[src/rtl/lcd_cmd_scheduler.sv]
// Round-robin command scheduler in front of LCD_CTRL: two requesters feed a
// shared FIFO, and an FSM issues one command at a time and tracks its completion.
module lcd_cmd_scheduler #(
    parameter int DEPTH       = 8,
    parameter int ACK_TIMEOUT = 4
) (
    input  logic                   clk,
    input  logic                   reset,
    input  logic                   req0_valid,
    input  logic [3:0]             req0_cmd,
    output logic                   req0_ready,
    input  logic                   req1_valid,
    input  logic [3:0]             req1_cmd,
    output logic                   req1_ready,
    output logic [3:0]             cmd,
    output logic                   cmd_valid,
    input  logic                   lcd_busy,
    input  logic                   lcd_done,
    output logic [$clog2(DEPTH):0] level,
    output logic                   seq_busy,
    output logic                   seq_done,
    output logic                   err_timeout,
    output logic [7:0]             issued_cnt
);
    localparam int PW = $clog2(DEPTH);
    localparam int LW = PW + 1;
    localparam int TW = $clog2(ACK_TIMEOUT + 1);

    typedef enum logic [1:0] {IDLE, ISSUE, ACK, DRAIN} state_t;

    state_t        state, state_d;
    logic [3:0]    mem [DEPTH];
    logic [PW-1:0] rd_ptr, wr_ptr;
    logic          last_grant;
    logic          full, grant0, grant1, push, pop;
    logic [3:0]    push_cmd, cmd_d;
    logic          cmd_valid_d, seq_done_d, err_d;
    logic [TW-1:0] tcnt, tcnt_d;
    logic [7:0]    issued_d;

    // last_grant == 1 means port 1 won most recently, so port 0 wins the next tie.
    always_comb begin
        full       = (level == LW'(DEPTH));
        grant0     = req0_valid && (!req1_valid || last_grant);
        grant1     = req1_valid && (!req0_valid || !last_grant);
        req0_ready = grant0 && !full;
        req1_ready = grant1 && !full;
        push       = req0_ready || req1_ready;
        push_cmd   = req0_ready ? req0_cmd : req1_cmd;
    end

    assign seq_busy = (state != IDLE);

    // NOTE: storage is deliberately not reset; only the pointers and level define validity.
    always_ff @(posedge clk) begin
        if (push) mem[wr_ptr] <= push_cmd;
    end

    // NOTE: sequential state uses non-blocking assignments so every register samples pre-edge values.
    always_ff @(posedge clk) begin
        if (reset) begin
            rd_ptr     <= '0;
            wr_ptr     <= '0;
            level      <= '0;
            last_grant <= 1'b1;
        end else begin
            if (push) begin
                wr_ptr     <= wr_ptr + 1'b1;
                last_grant <= grant1;
            end
            if (pop) rd_ptr <= rd_ptr + 1'b1;
            if (push && !pop)      level <= level + LW'(1);
            else if (!push && pop) level <= level - LW'(1);
        end
    end

    // NOTE: every combinational output gets a default first, so no path can infer a latch.
    always_comb begin
        state_d     = state;
        cmd_d       = cmd;
        cmd_valid_d = 1'b0;
        seq_done_d  = 1'b0;
        err_d       = err_timeout;
        tcnt_d      = tcnt;
        issued_d    = issued_cnt;
        pop         = 1'b0;
        case (state)
            IDLE: begin
                if (level != '0 && !lcd_busy) begin
                    cmd_d       = mem[rd_ptr];
                    cmd_valid_d = 1'b1;
                    pop         = 1'b1;
                    issued_d    = issued_cnt + 8'd1;
                    state_d     = ISSUE;
                end
            end
            ISSUE: begin
                tcnt_d  = '0;
                state_d = ACK;
            end
            ACK: begin
                if (lcd_busy) begin
                    state_d = DRAIN;
                end else begin
                    tcnt_d = tcnt + TW'(1);
                    if (tcnt_d == TW'(ACK_TIMEOUT)) begin
                        err_d   = 1'b1;
                        state_d = IDLE;
                    end
                end
            end
            DRAIN: begin
                // Write-back (cmd 0) completes on done; everything else on busy falling.
                if (cmd == 4'd0 ? lcd_done : !lcd_busy) begin
                    seq_done_d = (cmd == 4'd0);
                    state_d    = IDLE;
                end
            end
            default: state_d = IDLE;
        endcase
    end

    always_ff @(posedge clk) begin
        if (reset) begin
            state       <= IDLE;
            cmd         <= 4'd0;
            cmd_valid   <= 1'b0;
            seq_done    <= 1'b0;
            err_timeout <= 1'b0;
            tcnt        <= '0;
            issued_cnt  <= 8'd0;
        end else begin
            state       <= state_d;
            cmd         <= cmd_d;
            cmd_valid   <= cmd_valid_d;
            seq_done    <= seq_done_d;
            err_timeout <= err_d;
            tcnt        <= tcnt_d;
            issued_cnt  <= issued_d;
        end
    end
endmodule
[config.mk]
export PLATFORM = sky130hd
export DESIGN_NAME = lcd_cmd_scheduler
export DESIGN_NICKNAME = d
export VERILOG_FILES = /design/src/rtl/lcd_cmd_scheduler.sv
export SDC_FILE = /design/constraint.sdc
export NUM_CORES = 1
export LEC_CHECK = 0
export CORE_UTILIZATION = 45
export DETAILED_ROUTE_END_ITERATION = 8
export PLACE_DENSITY = 0.69
export SKIP_CTS_REPAIR_TIMING = 1
export SLEW_MARGIN = 10
export SYNTH_ARGS = -nofsm -noshare
export SYNTH_HDL_FRONTEND = slang
export SYNTH_SLANG_ARGS = --single-unit
export TNS_END_PERCENT = 30
[constraint.sdc]
create_clock -name clk -period 7.7 [get_ports clk]
set_input_delay 1.54 -clock clk [delete_from_list [all_inputs] [get_ports clk]]
set_output_delay 1.54 -clock clk [all_outputs]
set_load 0.005 [all_outputs]
==> flow_summary.yaml, run 1 <==
sta:
  finalMaxSlewViolations: 0
  final.min_clock_period_ps: 4442
  report.final.setup_viol: 0
  max_slew_headroom: 0.5670
  setup-tns-final_ps: 0
  max_slew.worst_pin.slew_ps: 644.5
  timing_hold_violations_final: 0
  rsz0062_at_grt: "false"
  fmaxAchievable_ghz: 0.2251
  timing.final.ws_setup_ps: 3258
  setup_skew_ps: 7.333
  layout_worst_path_cycle_share: 0.5769
die:
  initial_core_util: 0.4675
  ios: 36
  site_row_count: 28
  dieWidth_um: 80.43
  core_area_um2: 5921
  die_height_um: 80.43
  die-area_um2: 6468
grt:
  first_global_vias: 1675
  grt_start_max_net_pins: 33
  grt_antenna_before_repair: 0
  grt_util_all_layers: 0.1707
  first_pass_grt_wire_length_um: 8190
  gr-total-overflow: 0
yosys:
  synth_seq_area_share: 0.5714
  synth_nets: 253
  syn_avg_cell_area_um2: 12.03
  synthesis.yosys.warnings: 0
  synth-main-ff-cell: "sky130_fd_sc_hd__edfxtp_1"
  synth.top_cells.by_area: "sky130_fd_sc_hd__edfxtp_1, sky130_fd_sc_hd__dfxtp_1, sky130_fd_sc_hd__mux4_2"
  post_synth_num_cell_types: 48
  syn_inst: 230
  post_synth_edffs: 32
  synthDominantAreaCellType: "sky130_fd_sc_hd__edfxtp_1"
  synth.top_cell.area_share: 0.3472
  synth.ff_latch_count: 63
  syn-cell-area_um2: 2768
  async_reset_ff_frac: 0
drt:
  via_count: 1856
  vias_per_cell: 5.349
  drcViolationCount: 0
  drt_iter0_drc: 92
  routed_wire_length_per_instance_um: 14.59
  firstDrtPassIters: 4
  drtAntennaViolNets: 0
  wirelength_um: 5064
placed_design:
  placedCellCount: 331
  io_buffer_count: 35
  gp_routability_congestion: 0.7509
  hpwl_um: 3462
  worst_slack_at_placement_ps: 3257
pwr:
  cellPowerDensity_nw_per_um2: 312.1
  power.static_leakage_nw: 1.211
  ir_worst_vdd_uv: 136.7
job:
  maxCapViolations: 0
finish:
  layout-drive-gt1-share: 0.1250
  commonest_non_fill_non_tap_cell_in_the_layout: "sky130_fd_sc_hd__clkdlybuf4s50_1"
  area_growth_pct: 21.61
  final_cells: 347
  final_nets: 290
  fillerInstances: 492
  post-route-util: 0.5685
  num_antenna_cells: 0
  most_used_cells_in_the_layout_excluding_fill_and_tap_cells: "sky130_fd_sc_hd__clkdlybuf4s50_1, sky130_fd_sc_hd__nor2_1, sky130_fd_sc_hd__edfxtp_1"
critical_path:
  timing.rr.start: "level[0]"
  setup.worst_path.start_class: "primary input"
  path_max_fanout: 5
  timing.critical_path.mode_cell: "sky130_fd_sc_hd__clkdlybuf4s50_1"
  reg2reg_slack_ps: 4700
  setup.worst_path.end_class: "output pin"
  critPathRequiredTime_ps: 6160
  timing.critical_path.cells: "clkdlybuf4s50_1 > nand3_1 > inv_1 > clkdlybuf4s50_1"
  timing_worst_setup_path_type: "primary input to output pin"
  cp_data_arrival_time_ps: 2900
  critical_path.reg2reg.endpoint: "level[3]"
  ff2ff_path_depth: 10
  crit_path_max_incr_delay_ps: 550
  timing.critical_path.slowest_stage_cell: "sky130_fd_sc_hd__clkdlybuf4s50_1"
status:
  outcome: "finished clean"
clocking:
  cts.root.buffer_cell: "sky130_fd_sc_hd__clkbuf_8"
  cts_tree: "done"
  cts_sinks: 63
  clk-insertion-delay-late_ps: 340
  htree_levels: 3
  clkSlewWorstSetupHoldPaths_ps: 70
  numCtsBuffers: 9
  cts_max_path_buffers: 2
worst_hold_path:
  worstHoldPathType: "flip-flop to flip-flop"
  hold-path-endpoint: "err_timeout"
  holdPathStages: 2
  holdCritStartpoint: "err_timeout"
## power by group
part | internal [mW] | total, mW | switching [mW]
combinational | 0.157 | 0.300 | 0.143
sequential | 0.406 | 0.464 | 0.0577
clock | 0.149 | 0.287 | 0.137
total | 0.713 | 1.05 | 0.338
## worst max-delay path, delay by kind of cell
| family | cells | cell delay, ps |
|---|---|---|
| buffers and inverters | 3 | 1140 |
| AND/OR/NAND/NOR | 1 | 220 |
## cell families (layout without fill, tap and decap cells)
| kind of cell | count (synthesis) | count (layout) | share of synthesized area |
|---|---|---|---|
| flip-flops | 63 | 63 | 0.5714 |
| AO/OA/AOI/OAI | 29 | 29 | 0.07007 |
| adder cells (fa/ha/maj) | 9 | 9 | 0.04340 |
| XOR/XNOR | 12 | 12 | 0.03797 |
| multiplexers | 15 | 15 | 0.09267 |
| AND/OR/NAND/NOR | 87 | 87 | 0.1573 |
| buffers and inverters | 15 | 57 | 0.02712 |
## sequential cells by signal, indices dropped and copies added, names as in the netlist
name         cells
cmd_valid        1
mem             32
wr_ptr           3
last_grant       1
err_timeout      1
seq_done         1
tcnt             3
rd_ptr           3
cmd              4
level            4
state            2
issued_cnt       8
## cell type report
type | count | area (um^2) | area share
tap | 75 | 93.84 | 0.02788
timing repair buffer | 36 | 357.8 | 0.1063
inverter | 5 | 23.77 | 0.007063
clock inverter | 7 | 73.82 | 0.02193
sequential | 63 | 1582 | 0.4699
multi-input combinational | 152 | 1111 | 0.3301
clock buffer | 9 | 123.9 | 0.03680
## per-layer routing
metal  part of all wire  up-vias  track usage
met1               0.48      880       0.2291
met3              0.038        9      0.04091
met5                  0        -            0
met4              0.016        0      0.08036
li1                   -      921            -
met2               0.46       46       0.2585
## how the worst max path moves through the flow
stage	from	end	cells after the start
finish	req0_valid	req0_ready	4
global route	req0_valid	req0_ready	4
CTS	req0_valid	req0_ready	4
detailed placement	req0_valid	req0_ready	4
global placement	req0_valid	req0_ready	4
floorplan	lcd_busy	level[3]	11
## Yosys cell counts (3+ instances only)
library cell and count:
sky130_fd_sc_hd__nor2b_1 3, sky130_fd_sc_hd__o22ai_1 4, sky130_fd_sc_hd__mux4_2 8, sky130_fd_sc_hd__nor3_1 8, sky130_fd_sc_hd__edfxtp_1 32, sky130_fd_sc_hd__inv_1 4
sky130_fd_sc_hd__xor2_1 7, sky130_fd_sc_hd__and3_1 3, sky130_fd_sc_hd__nor2_1 33, sky130_fd_sc_hd__xnor2_1 5, sky130_fd_sc_hd__nand4_1 3, sky130_fd_sc_hd__clkbuf_1 6
sky130_fd_sc_hd__nand3_1 8, sky130_fd_sc_hd__nand2b_1 5, sky130_fd_sc_hd__ha_1 8, sky130_fd_sc_hd__dfxtp_1 31, sky130_fd_sc_hd__mux2_2 5, sky130_fd_sc_hd__nand2_1 13
sky130_fd_sc_hd__a21oi_1 9
## stage by stage
stage	hold WS [ps]	cell area, um^2	power, mW
finish	493.4	3366	1.050
detailed placement	471.9	3168	0.7724
floorplan	464.7	2768	0.6761
global route	529.2	3366	1.107
CTS	493.3	3366	1.057
global placement	468.7	3168	0.7657
Note: power is estimated with default switching activity, not from simulation.
==> run 2: changes to the inputs <==
--- a/config.mk
+++ b/config.mk
@@ -7,7 +7,7 @@
 export LEC_CHECK = 0
 export CORE_UTILIZATION = 45
 export DETAILED_ROUTE_END_ITERATION = 8
-export PLACE_DENSITY = 0.69
+export PLACE_DENSITY = 0.72
 export SKIP_CTS_REPAIR_TIMING = 1
 export SLEW_MARGIN = 10
 export SYNTH_ARGS = -nofsm -noshare
==> constraint.sdc (replaced) <==
create_clock -name clk -period 3.8 [get_ports clk]
set_input_delay 0.76 -clock clk [delete_from_list [all_inputs] [get_ports clk]]
set_output_delay 0.76 -clock clk [all_outputs]
set_load 0.005 [all_outputs]
==> flow_summary.yaml, run 2 (synthesized netlist as in run 1, its figures left out) <==
die:
  site_row_count: 28
  ios: 36
  die-area_um2: 6468
  core_area_um2: 5921
  die_height_um: 80.43
  dieWidth_um: 80.43
  initial_core_util: 0.4675
worst_hold_path:
  worstHoldPathType: "flip-flop to flip-flop"
  holdPathStages: 2
clocking:
  cts.root.buffer_cell: "sky130_fd_sc_hd__clkbuf_8"
  clk-insertion-delay-late_ps: 340
  numCtsBuffers: 9
  clkSlewWorstSetupHoldPaths_ps: 80
  htree_levels: 3
  cts_max_path_buffers: 2
  cts_tree: "done"
  cts_sinks: 63
sta:
  rsz0062_at_grt: "false"
  layout_worst_path_cycle_share: 0.8005
  setup-tns-final_ps: 0
  final.min_clock_period_ps: 3042
  max_slew.worst_pin.slew_ps: 642.4
  max_slew_headroom: 0.5684
  fmaxAchievable_ghz: 0.3287
  finalMaxSlewViolations: 0
  report.final.setup_viol: 0
  setup_skew_ps: 9.832
  timing_hold_violations_final: 0
pwr:
  ir_worst_vdd_uv: 298.1
  fin_total_pwr_mw: 2.148
  cellPowerDensity_nw_per_um2: 635.5
  power.static_leakage_nw: 1.234
grt:
  gr-total-overflow: 0
  grt_antenna_before_repair: 0
  first_global_vias: 1790
  first_pass_grt_wire_length_um: 8362
  grt_util_all_layers: 0.1743
  grt_start_max_net_pins: 33
placed_design:
  io_buffer_count: 35
  hpwl_um: 3468
  gp_routability_congestion: 0.7291
critical_path:
  critPathRequiredTime_ps: 4030
  timing_worst_setup_path_type: "primary input to flip-flop"
  setup.worst_path.start_class: "primary input"
  setup.worst_path.end_class: "flip-flop"
  reg2reg_slack_ps: 780
  cp_data_arrival_time_ps: 3270
  path_max_fanout: 9
  ff2ff_path_depth: 10
job:
  maxCapViolations: 0
drt:
  drt_iter0_drc: 71
  wirelength_um: 5023
  vias_per_cell: 5.379
  drcViolationCount: 0
  via_count: 1872
  drtAntennaViolNets: 0
  firstDrtPassIters: 4
  routed_wire_length_per_instance_um: 14.43
finish:
  registers.top_by_ff_count: "mem"
  fillerInstances: 484
  area_growth_pct: 22.15
  largest_register_ffs: 32
  most_used_cells_in_the_layout_excluding_fill_and_tap_cells: "sky130_fd_sc_hd__clkdlybuf4s50_1, sky130_fd_sc_hd__nor2_1, sky130_fd_sc_hd__edfxtp_1"
  largest_registers: "mem x32, issued_cnt x8"
  layout-drive-gt1-share: 0.1282
  commonest_non_fill_non_tap_cell_in_the_layout: "sky130_fd_sc_hd__clkdlybuf4s50_1"
  num_antenna_cells: 0
  final_nets: 291
status:
  outcome: "finished clean"
## run 2: changes by cell type in the layout (fill, tap and decap cells not counted)
cell	previous run	this run
sky130_fd_sc_hd__buf_4	1	2
sky130_fd_sc_hd__clkinvlp_4	4	0
sky130_fd_sc_hd__inv_8	0	1
sky130_fd_sc_hd__clkinv_4	1	3
sky130_fd_sc_hd__inv_6	1	2
## run 2: worst paths after layout
check,start,to
setup / recovery,lcd_busy,level[3]
setup reg to reg,level[0],level[3]
hold / removal,wr_ptr[0],wr_ptr[0]
hold reg to reg,wr_ptr[0],wr_ptr[0]
## run 2: final cells by class
type	instances	area [um^2]	area share
flip-flops and latches	63	1582	0.4678
clock inverters	7	81.33	0.02406
well taps	75	93.84	0.02776
clock buffers	9	123.9	0.03664
repair buffers	37	365.4	0.1081
multi-input cells	152	1111	0.3286
inverters	5	23.77	0.007032
## run 2: critical path, cell delays in order
cell                              delay, ps
sky130_fd_sc_hd__clkdlybuf4s50_1        560
sky130_fd_sc_hd__nor3_4                 190
sky130_fd_sc_hd__and2_4                 250
sky130_fd_sc_hd__inv_6                   50
sky130_fd_sc_hd__ha_1                   190
sky130_fd_sc_hd__inv_1                  140
sky130_fd_sc_hd__ha_1                   290
sky130_fd_sc_hd__a21oi_1                200
sky130_fd_sc_hd__a211oi_1               100
sky130_fd_sc_hd__a31oi_1                190
sky130_fd_sc_hd__mux2_2                 350
## run 2: power by group
part / total, mW / switching, mW / internal [mW]
Combinational: 0.617 / 0.293 / 0.325
Clock: 0.590 / 0.279 / 0.312
Sequential: 0.941 / 0.118 / 0.823
## run 2: per-layer routing
layer	global-route usage	up-vias	routed length, um
met1	0.2218	902	2380
met5	0	-	0
met3	0.05795	2	191
li1	-	923	-
met2	0.2746	45	2439
met4	0.06429	0	12
## run 2: stage by stage
step	util	setup slack (ps)	cell area (um^2)	hold WS [ps]	std cells
detailed placement	0.5363	498.7	3176	500.8	332
finish	0.5710	758.1	3381	511.2	348
CTS	0.5710	787.9	3381	513.8	348
global route	0.5710	645.2	3381	530.5	348
floorplan	-	1052	2768	464.7	230
global placement	0.5363	561.7	3176	484.5	332
